## config.mk

```make
export PLATFORM = sky130hd
export DESIGN_NAME = approx_accum_lanes_flat
export DESIGN_NICKNAME = d
export VERILOG_FILES = /design/src/rtl/approx_accum_pkg.sv /design/src/rtl/approx_accum_lanes_if.sv /design/src/rtl/approx_add_var.sv /design/src/rtl/approx_accum_lanes.sv /design/src/flat_wrapper.sv
export SDC_FILE = /design/constraint.sdc
export NUM_CORES = 1
export LEC_CHECK = 0
export ABC_AREA = 1
export CORE_MARGIN = 4
export CORE_UTILIZATION = 39
export DETAILED_ROUTE_END_ITERATION = 10
export PLACE_DENSITY = 0.68
export SETUP_SLACK_MARGIN = 0.2
export SYNTH_ARGS = -nofsm -noshare
export SYNTH_HDL_FRONTEND = slang
export SYNTH_SLANG_ARGS = --single-unit
```

## constraint.sdc

```tcl
create_clock -name clk -period 4.4 [get_ports clk]
set_input_delay 1.1 -clock clk [delete_from_list [all_inputs] [get_ports clk]]
set_output_delay 1.1 -clock clk [all_outputs]
set_load 0.03 [all_outputs]
```

## src/rtl/approx_accum_pkg.sv

```systemverilog
`default_nettype none
// ----------------------------------------------------------------------------
// approx_accum_pkg : shared types, defaults and helpers for approx_accum_lanes
// Rev 1.0
// ----------------------------------------------------------------------------
package approx_accum_pkg;

   localparam int DEF_DW    = 20;
   localparam int DEF_CH    = 4;
   localparam int DEF_MAX_K = 8;
   localparam int DEF_KW    = 4;
   localparam int DEF_LW    = 8;

   typedef enum logic [1:0] {
      IDLE = 2'd0,
      ACC  = 2'd1,
      OUT  = 2'd2
   } state_t;

   function automatic int clamp_k(input int k, input int max_k);
      return (k > max_k) ? max_k : k;
   endfunction

endpackage
`default_nettype wire

```

## src/rtl/approx_accum_lanes_if.sv

```systemverilog
`default_nettype none
// ----------------------------------------------------------------------------
// approx_accum_lanes_if : config, input-stream and output-stream bundle
// Rev 1.0
// ----------------------------------------------------------------------------
interface approx_accum_lanes_if
   import approx_accum_pkg::*;
#(
   parameter int DW = DEF_DW,
   parameter int CH = DEF_CH,
   parameter int KW = DEF_KW,
   parameter int LW = DEF_LW
) ();
   logic              cfg_approx_en;
   logic [KW-1:0]     cfg_k;
   logic [LW-1:0]     cfg_len;
   logic              flush;
   logic              in_valid;
   logic              in_ready;
   logic [CH*DW-1:0]  in_data;
   logic              out_valid;
   logic              out_ready;
   logic [CH*DW-1:0]  out_data;

   modport master (
      output cfg_approx_en, cfg_k, cfg_len, flush, in_valid, in_data, out_ready,
      input  in_ready, out_valid, out_data
   );

   modport slave (
      input  cfg_approx_en, cfg_k, cfg_len, flush, in_valid, in_data, out_ready,
      output in_ready, out_valid, out_data
   );
endinterface
`default_nettype wire

```

## src/rtl/approx_add_var.sv

```systemverilog
`default_nettype none
// ----------------------------------------------------------------------------
// approx_add_var : DW-bit lower-part-OR adder with runtime k / exact fallback
// Rev 1.0
// ----------------------------------------------------------------------------
module approx_add_var #(
   parameter int DW = 20,
   parameter int KW = 4
) (
   input  wire logic [DW-1:0] a_i,
   input  wire logic [DW-1:0] b_i,
   input  wire logic          approx_en_i,
   input  wire logic [KW-1:0] k_i,
   output      logic [DW-1:0] sum_o
);
   logic [KW-1:0] w_k;
   logic [DW-1:0] w_lo_mask;
   logic [DW-1:0] w_top;
   logic          w_carry;
   logic [DW-1:0] w_cin;

   // k = 0 yields an empty low mask, so the exact add falls out of the same path
   assign w_k       = approx_en_i ? k_i : '0;
   assign w_lo_mask = ~({DW{1'b1}} << w_k);
   assign w_top     = w_lo_mask ^ (w_lo_mask >> 1);
   assign w_carry   = |(a_i & b_i & w_top);
   assign w_cin     = w_carry ? (w_top << 1) : '0;

   assign sum_o = ((a_i & ~w_lo_mask) + (b_i & ~w_lo_mask) + w_cin)
                | ((a_i | b_i) & w_lo_mask);
endmodule
`default_nettype wire

```

## src/rtl/approx_accum_lanes.sv

```systemverilog
`default_nettype none
// ----------------------------------------------------------------------------
// approx_accum_lanes : CH-lane windowed partial-sum accumulator, approx or exact
// Rev 1.0
// ----------------------------------------------------------------------------
module approx_accum_lanes
   import approx_accum_pkg::*;
#(
   parameter int DW    = DEF_DW,
   parameter int CH    = DEF_CH,
   parameter int MAX_K = DEF_MAX_K,
   parameter int KW    = DEF_KW,
   parameter int LW    = DEF_LW
) (
   input  wire logic           clk,
   input  wire logic           rst_n,
   approx_accum_lanes_if.slave bus_io
);
   state_t            state_q;
   logic [LW-1:0]     cnt_q;
   logic [LW-1:0]     len_q;
   logic              approx_q;
   logic [KW-1:0]     k_q;
   logic [DW-1:0]     acc_q [CH];
   logic [CH*DW-1:0]  out_data_q;
   logic              out_valid_q;
   logic              in_ready_q;

   logic [DW-1:0]     w_sum [CH];
   logic [KW-1:0]     w_k_clamp;
   logic [LW-1:0]     w_len_eff;
   logic              w_accept;

   assign w_k_clamp = KW'(clamp_k(int'(bus_io.cfg_k), MAX_K));
   assign w_len_eff = (bus_io.cfg_len == '0) ? LW'(1) : bus_io.cfg_len;
   assign w_accept  = bus_io.in_valid && in_ready_q;

   generate
      for (genvar j = 0; j < CH; j++) begin : g_lane
         approx_add_var #(.DW(DW), .KW(KW)) u_add (
            .a_i         (acc_q[j]),
            .b_i         (bus_io.in_data[j*DW +: DW]),
            .approx_en_i (approx_q),
            .k_i         (k_q),
            .sum_o       (w_sum[j])
         );
      end
   endgenerate

   always_ff @(posedge clk or negedge rst_n) begin
      if (!rst_n) begin
         state_q     <= IDLE;
         cnt_q       <= '0;
         len_q       <= '0;
         approx_q    <= 1'b0;
         k_q         <= '0;
         out_data_q  <= '0;
         out_valid_q <= 1'b0;
         in_ready_q  <= 1'b0;
         for (int j = 0; j < CH; j++) acc_q[j] <= '0;
      end else begin
         case (state_q)
            IDLE: begin
               in_ready_q <= 1'b1;
               // first sample loads directly and fixes the window's config
               if (!bus_io.flush && w_accept) begin
                  for (int j = 0; j < CH; j++) acc_q[j] <= bus_io.in_data[j*DW +: DW];
                  cnt_q    <= LW'(1);
                  approx_q <= bus_io.cfg_approx_en;
                  k_q      <= w_k_clamp;
                  len_q    <= w_len_eff;
                  if (w_len_eff == LW'(1)) begin
                     out_data_q  <= bus_io.in_data;
                     out_valid_q <= 1'b1;
                     in_ready_q  <= 1'b0;
                     state_q     <= OUT;
                  end else begin
                     state_q <= ACC;
                  end
               end
            end
            ACC: begin
               if (bus_io.flush) begin
                  cnt_q   <= '0;
                  state_q <= IDLE;
               end else if (w_accept) begin
                  for (int j = 0; j < CH; j++) acc_q[j] <= w_sum[j];
                  cnt_q <= cnt_q + LW'(1);
                  if (cnt_q == len_q - LW'(1)) begin
                     for (int j = 0; j < CH; j++) out_data_q[j*DW +: DW] <= w_sum[j];
                     out_valid_q <= 1'b1;
                     in_ready_q  <= 1'b0;
                     state_q     <= OUT;
                  end
               end
            end
            OUT: begin
               if (bus_io.out_ready) begin
                  out_valid_q <= 1'b0;
                  cnt_q       <= '0;
                  in_ready_q  <= 1'b1;
                  state_q     <= IDLE;
               end
            end
            default: begin
               out_valid_q <= 1'b0;
               in_ready_q  <= 1'b1;
               state_q     <= IDLE;
            end
         endcase
      end
   end

   assign bus_io.in_ready  = in_ready_q;
   assign bus_io.out_valid = out_valid_q;
   assign bus_io.out_data  = out_data_q;
endmodule
`default_nettype wire

```

## src/flat_wrapper.sv

```systemverilog
// flat-port wrapper written by rule: the top's interface ports become plain ports
module approx_accum_lanes_flat import approx_accum_pkg::*;
#(
   parameter int DW    = DEF_DW,
   parameter int CH    = DEF_CH,
   parameter int MAX_K = DEF_MAX_K,
   parameter int KW    = DEF_KW,
   parameter int LW    = DEF_LW
)
  (clk, rst_n, bus_io_cfg_approx_en, bus_io_cfg_k, bus_io_cfg_len, bus_io_flush, bus_io_in_valid, bus_io_in_data, bus_io_out_ready, bus_io_in_ready, bus_io_out_valid, bus_io_out_data);
  approx_accum_lanes_if #(.DW(DW), .CH(CH), .KW(KW), .LW(LW)) bus_io_i ();
  input  wire logic clk;
  input  wire logic rst_n;
  input wire logic [$bits(bus_io_i.cfg_approx_en)-1:0] bus_io_cfg_approx_en;
  input wire logic [$bits(bus_io_i.cfg_k)-1:0] bus_io_cfg_k;
  input wire logic [$bits(bus_io_i.cfg_len)-1:0] bus_io_cfg_len;
  input wire logic [$bits(bus_io_i.flush)-1:0] bus_io_flush;
  input wire logic [$bits(bus_io_i.in_valid)-1:0] bus_io_in_valid;
  input wire logic [$bits(bus_io_i.in_data)-1:0] bus_io_in_data;
  input wire logic [$bits(bus_io_i.out_ready)-1:0] bus_io_out_ready;
  output wire logic [$bits(bus_io_i.in_ready)-1:0] bus_io_in_ready;
  output wire logic [$bits(bus_io_i.out_valid)-1:0] bus_io_out_valid;
  output wire logic [$bits(bus_io_i.out_data)-1:0] bus_io_out_data;
  assign bus_io_i.cfg_approx_en = bus_io_cfg_approx_en;
  assign bus_io_i.cfg_k = bus_io_cfg_k;
  assign bus_io_i.cfg_len = bus_io_cfg_len;
  assign bus_io_i.flush = bus_io_flush;
  assign bus_io_i.in_valid = bus_io_in_valid;
  assign bus_io_i.in_data = bus_io_in_data;
  assign bus_io_i.out_ready = bus_io_out_ready;
  assign bus_io_in_ready = bus_io_i.in_ready;
  assign bus_io_out_valid = bus_io_i.out_valid;
  assign bus_io_out_data = bus_io_i.out_data;
  approx_accum_lanes #(.DW(DW), .CH(CH), .MAX_K(MAX_K), .KW(KW), .LW(LW)) u_core (.clk(clk), .rst_n(rst_n), .bus_io(bus_io_i));
endmodule
```

==> summary.txt <==
Pwr
  – Part of the power in registers: 19.5%
  – Psw: 0.008373 W
  – Leak: ~11 nW
  – Switching Share: 52.66%
  – Peak supply drop: ~0.37 mV
  – Combinational power share: between 70 and 80%
  – PwrDens: 806.2 nW/um^2
  – Int Pwr: roughly 0.0075 W
  – Clk pwr share: 10.2%

Synthesis
  – Top_reg_cell synth: dfrtp_1
  – Post-Synth XOR/XNOR Area: 1.627%
  – Synth Instances: 2,423
  – Synth cell count leaders: 856 x nand2_1, 347 x inv_1, 194 x nand3_1, 185 x dfrtp_1, 177 x nor2_1
  – Net Count, Synth: 2,679
  – Post-Syn Area per Cell: 6.665 sq um
  – Top-count cell post-synth: nand2_1
  – Post-synth ARST share: 100.0%
  – Register area share after synthesis: between 20% and 30%
  – Adder-Cell Fraction of Synth Area: 15.22%
  – Combinational family with the most area after synthesis: simple AND/OR/NAND/NOR gates
  – Unique masters post-synth: 39
  – Cell Area, Synth: approximately 16,000 sq um
  – Synth area leaders: dfrtp_1 29%, nand2_1 20%, inv_1 8.1%
  – Leading area contributor after synthesis: dfrtp_1
  – Multiplexer share of the synthesized area: 0%
  – Synth top area share: 28.66%
  – Post-synth EDFFs: 0
  – Post-Synth Simple-Gate Area: 33.24%
  – #FFs+latches synth: about 190
  – Syn. warnings: 0
  – Compound-cell area share of the yosys netlist: 11.07%

Clock network
  – CTS max path bufs: 2
  – Num CTS Buffers: 17
  – Clk_lat worst skew: around 0.50 ns
  – Clock root cell: clkbuf_16
  – Sinks on Clock Net: around 190
  – CTS tree: built
  – Reg clk slew, reported paths: 0.07 ns
  – H-tree depth: 4

Floorplanning
  – Initial Util: around two fifths
  – Row count: 74
  – Die ar.: 44,730 sq um
  – Die H: 211.5 microns
  – Top Ports: 180
  – Core area: around 41,000 sq um
  – Die width: 211.5 microns

Critical path
  – CP peak stage delay: between 0.4 and 0.5 ns
  – Crit path required time: 4.80 ns
  – Crit end category: flip-flop
  – Worst-path cell chain: nand2_2, nand2_1, nor2_2, inv_1, nor2_1, nand3_1, fa_1, inv_1, ha_1, inv_1, fa_1, inv_1, nand3_1, nand3_1, nand3_1, nand4_1, nand3_1, nand2_1, nand3_1, nand2_2, inv_2
  – Element type at the critical path start: flip-flop
  – Worst path slowest cell: fa_1
  – CP most frequent cell: nand3_1
  – Critical Path AT: 4.38 ns
  – Crit-path max FO: 7
  – CP Class: flip-flop to flip-flop

Outcome
  – Status: finished clean

Global route
  – Grt peak-use layer: met2
  – Largest net degree at the start of global routing: 89
  – Remaining Overflow, GRT: 0
  – Vias in the first global route: 16,277
  – GR Util met1: 34.65%
  – Grt met3 use: 5.098%
  – Initial antenna violation count: 1
  – M2 GR Usage: 42.45%
  – First-pass GRT wire length: 89.60 mm
  – Total track usage: approximately a quarter

STA
  – RSZ-0062 raised after global routing: yes
  – Slew margin rel.: 41.92%
  – Clock Skews: 0.01209 ns
  – # setup viols final: 0
  – Worst Tran Pin Value: 0.8712 ns
  – Slew Viols, Final: 0
  – Max frequency: 251.5 MHz
  – Hold Violations, Final: 0
  – Min Tclk post-route: 3.976 ns
  – Setup ws final: 0.4243 ns
  – Setup_tns: 0 ns
  – Period utilization: about nine tenths

Placed design
  – Pre-CTS WS: 0.1602 ns
  – DP HPWL: 44.43 mm
  – Input/output buffers: 179
  – Routability Congestion: 0.9769
  – Cell count after placement: ~3,200

Route
  – Via count: 16,519
  – Routed len/inst: approximately 18 microns
  – DR pass1 iterations: 7
  – DRC: 0
  – DR vias/cell: 5.145
  – Drt total wl: 56.95 mm
  – DRT iter0 DRCs: 1,424
  – ANT nets after route: 0

Cells and area
  – Nets: 2,925
  – Share of cells above drive strength 1: 6.868%
  – # diodes: 0
  – Fin util: 48.19%
  – Area growth syn-to-layout: 22.11%
  – Final cell count without fillers: 3,211
  – # fillers: 4,140

Run
  – Max-cap violation count: 0

Min path
  – Hold WC Path Type: flip-flop to flip-flop
[logic make-up (layout without fill, tap and decap cells)]
| kind of cell | count (synthesis) | count (layout) |
|---|---|---|
| adder cells (fa/ha/maj) | 158 | 158 |
| flip-flops | 185 | 185 |
| AND/OR/NAND/NOR | 1309 | 1309 |
| XOR/XNOR | 30 | 30 |
| buffers and inverters | 415 | 671 |
| AO/OA/AOI/OAI | 326 | 326 |
[path summary, 6_finish.rpt]
path                                                     startpoint                                     end  slack, ns  cells after the start
worst max-delay path                    u_core.approx_q$_DFFE_PN0P_  u_core.bus_io.out_data[73]$_DFFE_PN0P_       0.42                     21
worst min-delay path            u_core.bus_io.out_valid$_DFFE_PN0P_     u_core.bus_io.out_valid$_DFFE_PN0P_       0.48                      2
worst max register to register          u_core.approx_q$_DFFE_PN0P_  u_core.bus_io.out_data[73]$_DFFE_PN0P_       0.42                     21
worst min register to register  u_core.bus_io.out_valid$_DFFE_PN0P_     u_core.bus_io.out_valid$_DFFE_PN0P_       0.48                      2
max in group asynchronous                                     rst_n  u_core.bus_io.out_data[59]$_DFFE_PN0P_       2.88                      2
min in group asynchronous                                     rst_n     u_core.bus_io.out_valid$_DFFE_PN0P_       0.65                      1
[critical path, delay by kind of cell (launching register included)]
| family | cells | cell delay (ns) |
|---|---|---|
| fa+ha+maj | 3 | 1.09 |
| flops | 1 | 0.44 |
| buf+inv | 5 | 0.37 |
| simple gates | 13 | 1.98 |
[per-stage QoR]
stage / area (sq um) / total power [W] / hold WS [ns]
2_1_floorplan: 16150 / 0.01019 / 0.4528
3_3_place_gp: 19120 / 0.01401 / 0.4661
3_5_place_dp: 19120 / 0.01421 / 0.4667
4_1_cts: 19690 / 0.01592 / 0.4840
5_1_grt: 19720 / 0.01744 / 0.4986
6_report: 19720 / 0.01590 / 0.4793
[power groups by stage]
stage	registers [W]	logic [W]	clock network [W]
CTS	0.00309	0.0112	0.00167
finish	0.00310	0.0112	0.00162
global route	0.00320	0.0125	0.00173
floorplan	0.00369	0.00650	0
global placement	0.00309	0.0109	0
detailed placement	0.00310	0.0111	0
[registers in the layout, indices dropped and copies added, names as in the netlist]
signal,cells
u_core.acc_q,80
u_core.bus_io.out_data,80
u_core.cnt_q,8
u_core.len_q,8
u_core.k_q,4
u_core.state_q,2
u_core.approx_q,1
u_core.bus_io.in_ready,1
u_core.bus_io.out_valid,1
[metal layers]
layer | wire length (microns) | share of wire [%] | vias up
li1 | - | - | 8164
met1 | 24740 | 43 | 7710
met2 | 26820 | 47 | 553
met3 | 3844 | 6.7 | 90
met4 | 1529 | 2.7 | 2
met5 | 18 | 0.032 | -
[cell type report]
type	instances	area (sq um)	area share (%)
Multi-Input combinational cell	1823	9896	50.18
Sequential cell	185	4629	23.47
Timing Repair Buffer	285	2616	13.27
Inverter	357	1345	6.820
Tap cell	532	665.6	3.375
Clock buffer	23	478.0	2.424
Clock inverter	6	91.34	0.4631
[placed cells by master (no fill, tap or decap), drive strengths merged, types with 64 or more instances in the layout]
master         synthesis  routed
a21oi                 70      70
buf                   19     106
clkdlybuf4s50          0     178
dfrtp                185     185
fa                    64      64
ha                    94      94
inv                  354     353
nand2                862     862
nand3                194     194
nor2                 182     182
o21ai                197     197
[what timing repair did]
item / CTS / global route
hold buffers: 0 / 0
setup endpoints to repair: 0 / 25
setup buffers: 0 / 3
resized for setup: 0 / 4
(Power assumes the default switching activity.)
==> patch 1, RTL diff (same flow settings) <==
Change the package constant `DEF_LW` from 8 to 7.
--- a/src/rtl/approx_accum_pkg.sv
+++ b/src/rtl/approx_accum_pkg.sv
@@ -11,3 +11,3 @@
    localparam int DEF_KW    = 4;
-   localparam int DEF_LW    = 8;
+   localparam int DEF_LW    = 7;
 
Interface: changed (resized bus_io_cfg_len); port bits go from 180 to 179. No check against the original RTL was run, so the function may have changed too.
==> patch 1 against the unedited design <==
  * Setup slack gained 0.028 ns
  * Routed wire length shrank 3.3%
  * Critical path depth is the same
  * Synthesized area shrank 0.20%
  * Clock power shrank 4%
  * Design area grew 0.48%
  * Power shrank 0.48%
  * Sequential cell count shrank 2
  * Critical endpoint is now u_core.bus_io.out_data[17]
==> patch 1: results <==
{
  "synth_xor_area_share_pct": 1.36,
  "yosys_warnings": 0,
  "drtIter0Drc": 1393,
  "dr_wl_met3_mm": 3.66,
  "cts_resized": 0,
  "routed-wl-met2_mm": 24.8,
  "grt_first_pass_wirelength_mm": 87.0,
  "ys_ff_latch": 183,
  "antenna_found_initial": 5,
  "synth_common_cells": "nand2_1, inv_1, nor2_1",
  "drive_above_1_share_pct": 9.24,
  "skew_ns": 0.0112,
  "place.gp.congestion": 0.950,
  "ys_seq_area_share_pct": 28.4,
  "synth_fa_ha_area_share_pct": 15.2,
  "switching_share_pct": 52.3,
  "m1WireLength_mm": 25.1,
  "status": "complete, no violations",
  "grt_use_total_pct": 25.0,
  "leakagePower_nw": 10.5,
  "worstReg2RegEnd": "u_core.bus_io.out_data[17]",
  "grt_max_degree": 93,
  "port_buffers": 178,
  "clk_pin_slew_ns": 0.07,
  "firstDrtPassIters": 6,
  "topRoutingLayerUsed": "met5",
  "crit_arrival_ns": 4.35,
  "layout.nets": 2906,
  "muxShareOfSynthArea_pct": 0,
  "hold_path.class": "register to register",
  "ys_top_cells_by_area": "dfrtp_1, nand2_1, fa_1",
  "worstReg2RegStart": "u_core.approx_q",
  "vias": 16200,
  "r2r_cells": 21,
  "clk_latency_ns": 0.47,
  "synth_compound_area_share_pct": 11.3,
  "period_minus_slack_ns": 3.95,
  "syn-num-nets": 2641,
  "worst_pin_slew_ns": 1.02,
  "ir_worst_vdd_mv": 0.604,
  "dp_hpwl_mm": 43.1,
  "place_ws_ns": 0.114,
  "holdCritStartpoint": "u_core.bus_io.out_data[24]",
  "avgRoutedWirePerCell_um": 17.2
}
==> patch 1: logic make-up after synthesis <==
| family | after synthesis |
|---|---|
| buffers and inverters | 390 |
| AOI/OAI and AO/OA | 313 |
| and+or+nand+nor | 1317 |
| adders and majority gates | 158 |
| xor gates and xnor gates | 25 |
| DFF | 183 |
==> patch 1: power groups by stage <==
stage / registers (W) / logic (W) / clock network, W
after floorplan: 0.00363 / 0.00659 / 0
after global placement: 0.00307 / 0.0109 / 0
after detailed placement: 0.00310 / 0.0111 / 0
after CTS: 0.00308 / 0.0112 / 0.00159
after global routing: 0.00320 / 0.0126 / 0.00164
final: 0.00308 / 0.0112 / 0.00155
==> patch 1: final cells by class <==
cell class	count	area (µm²)
diodes	1	2.50
clock buffers	19	453
clock inverters	10	98.8
fillers	4093	21000
flip-flops and latches	183	4580
repair buffers	305	2760
multi-input cells	1813	10000
well taps	532	666
inverters	331	1240
==> patch 1: stage by stage <==
stage	hold slack (ns)	cells	area [µm²]	power, W
after floorplan	0.453	2386	16100	0.0102
after global placement	0.465	3164	19200	0.0140
after detailed placement	0.464	3164	19200	0.0142
after CTS	0.486	3193	19800	0.0158
after global routing	0.502	3194	19800	0.0174
final	0.482	3194	19800	0.0158
==> patch 1: critical path, stage by stage (launching register included) <==
cell and delay [ns]:
dfrtp_2 0.47, nand2_1 0.15, inv_1 0.17, nor2_4 0.16, inv_1 0.18, nor2_1 0.39
buf_4 0.20, nand3_1 0.09, fa_1 0.49, inv_1 0.05, ha_1 0.33, nand2_1 0.12
nor2_1 0.05, o21ai_0 0.25, nand2_1 0.15, nand2_1 0.17, nand2_1 0.07, nand2_1 0.06
nand3_1 0.09, nand2_1 0.09, nand2_1 0.05, nand2_1 0.10
==> patch 1: how the worst min path moves through the flow <==
stage	endpoint	cells after the start
6_report	u_core.bus_io.out_data[24]	2
5_1_grt	u_core.bus_io.out_data[2]	2
4_1_cts	u_core.bus_io.out_data[39]	2
3_5_place_dp	u_core.bus_io.out_data[66]	2
3_3_place_gp	u_core.bus_io.out_data[36]	2
2_1_floorplan	u_core.acc_q[18]	2
==> patch 1: metal layers <==
metal | up-vias | track usage (%)
met5 | - | 0
met4 | 8 | 8.15
li1 | 8099 | -
met1 | 7509 | 35.0
met3 | 82 | 3.44
met2 | 518 | 40.2
==> patch 2, RTL diff (config.mk and constraints unchanged) <==
Without the edit above. The 3 states of `state_t` get a one-hot encoding in 3 bits.
--- a/src/rtl/approx_accum_pkg.sv
+++ b/src/rtl/approx_accum_pkg.sv
@@ -13,6 +13,6 @@
 
-   typedef enum logic [1:0] {
-      IDLE = 2'd0,
-      ACC  = 2'd1,
-      OUT  = 2'd2
+   typedef enum logic [2:0] {
+      IDLE = 3'b001,
+      ACC  = 3'b010,
+      OUT  = 3'b100
    } state_t;
Function: no difference found for any inputs over 4 cycles, from zero or initial values and one cycle with rst_n low; so few cycles prove little.
==> patch 2 against the unedited design <==
  * Clock skew is 0.0037 ns higher
  * Routed wire length fell by 7.8%
  * Highest routed layer unchanged
  * Synthesized area up 0.53%
  * First-iteration DRC count is 24% lower
  * Critical endpoint is now u_core.acc_q[79]
  * Design area down 1.4%
  * Hold slack better by 0.0030 ns
  * Power down 8.2%
  * Setup slack better by 0.11 ns
  * Critical path type unchanged
  * Sequential cell count is 1 higher
  * Sequential power is 1% lower
==> patch 2: results <==
{
  "status": "complete, no violations",
  "dp_hpwl_mm": 41.5,
  "synthDistinctLibCells": 39,
  "leakagePower_nw": 10.4,
  "postSynthAreaPerCell_um2": 6.61,
  "use_met2_pct": 40.9,
  "drive_above_1_share_pct": 5.63,
  "grt_max_degree": 124,
  "antenna_found_initial": 5,
  "ir_worst_vdd_mv": 0.329,
  "routed_wl_mm": 52.5,
  "grt_use_total_pct": 23.8,
  "crit_arrival_ns": 4.23,
  "hold_path.class": "register to register",
  "num-fill-cells": 4200,
  "yosys_warnings": 0,
  "drtIter0Drc": 1088,
  "synth_common_cells": "nand2_1, inv_1, nor2_1",
  "ys_seq_area_share_pct": 28.7,
  "vias": 16100,
  "ys_top_cells_by_area": "dfrtp_1, nand2_1, inv_1",
  "place.gp.congestion": 0.961,
  "place_ws_ns": 0.144,
  "grt_util_met1_pct": 30.5,
  "grt_use_met3_pct": 3.76,
  "crit_fanout": 5,
  "grt_first_pass_wirelength_mm": 84.4,
  "max_slew_margin_pct": 44.6,
  "clk_latency_ns": 0.48,
  "skew_ns": 0.0158,
  "firstDrtPassIters": 6,
  "syn-num-nets": 2709,
  "via_per_inst": 5.03,
  "layout.nets": 2905
}
==> patch 2: critical path, stage by stage, from the launching register on <==
cell	delay (ns)
dfrtp_1	0.47
o21ai_0	0.30
nand2_1	0.17
nor2_1	0.50
nand3_1	0.19
fa_1	0.52
inv_1	0.04
ha_1	0.34
nand2_1	0.13
nor2_1	0.21
nand3_1	0.15
nand3_1	0.23
nand2_1	0.11
nand2_1	0.07
nand2_1	0.04
nand3_1	0.09
nand2_1	0.09
nand2_1	0.06
nand2_1	0.06
==> patch 2: kinds of logic after synthesis <==
logic type	count (synthesis)	share of synthesized area [%]
buffers and inverters	419	10.3
AO/OA/AOI/OAI	294	10.1
flip-flops	186	28.7
XOR/XNOR	31	1.67
AND/OR/NAND/NOR	1373	34.4
adder cells (fa/ha/maj)	154	14.8
==> patch 2: through the flow <==
step	hold WS, ns	utilization (%)	power [W]	cell area [µm²]
2_1_floorplan	0.453	-	0.00983	16200
3_3_place_gp	0.464	46.0	0.0128	18900
3_5_place_dp	0.468	46.0	0.0130	18900
4_1_cts	0.487	47.4	0.0147	19400
5_1_grt	0.506	47.4	0.0161	19400
6_report	0.482	47.4	0.0146	19400
==> patch 2: path summary, 6_finish.rpt <==
path / cells after the start / slack (ns) / from / to
worst min register to register: 2 / 0.48 / u_core.bus_io.out_data[16] / u_core.bus_io.out_data[16]
worst max register to register: 18 / 0.53 / u_core.k_q[1] / u_core.acc_q[79]
max in group asynchronous: 2 / 2.83 / rst_n / u_core.acc_q[15]
worst min-delay path: 2 / 0.48 / u_core.bus_io.out_data[16] / u_core.bus_io.out_data[16]
worst max-delay path: 18 / 0.53 / u_core.k_q[1] / u_core.acc_q[79]
min in group asynchronous: 1 / 0.67 / rst_n / u_core.len_q[0]
==> patch 2: metal layers <==
layer,vias to the layer above,routed length [µm]
li1,8095,-
met1,7535,22500
met2,396,25500
met3,79,2890
met4,4,1520
met5,-,34
==> patch 2: repair_timing <==
item | in CTS | in global routing
hold endpoints to repair | 0 | 0
hold buffers | 0 | 0
resized for setup | 0 | 3
endpoints found under the setup margin | 0 | 22
==> patch 2: area by class of cell <==
type / count / area, µm² / area share [%]
multi-input combinational: 1852 / 9910 / 51.0
sequential: 186 / 4660 / 23.9
timing repair buffer: 235 / 2280 / 11.7
inverter: 361 / 1360 / 6.98
tap: 532 / 666 / 3.42
clock buffer: 18 / 439 / 2.26
clock inverter: 14 / 130 / 0.669
antenna: 3 / 7.51 / 0.0386
==> patch 2: where the power goes <==
| part | leakage [nW] | switching (W) | total, W | internal, W |
|---|---|---|---|---|
| clock network | 0.269 | 0.000826 | 0.00159 | 0.000763 |
| registers | 2.34 | 0.000607 | 0.00306 | 0.00246 |
| logic | 7.80 | 0.00633 | 0.00995 | 0.00362 |
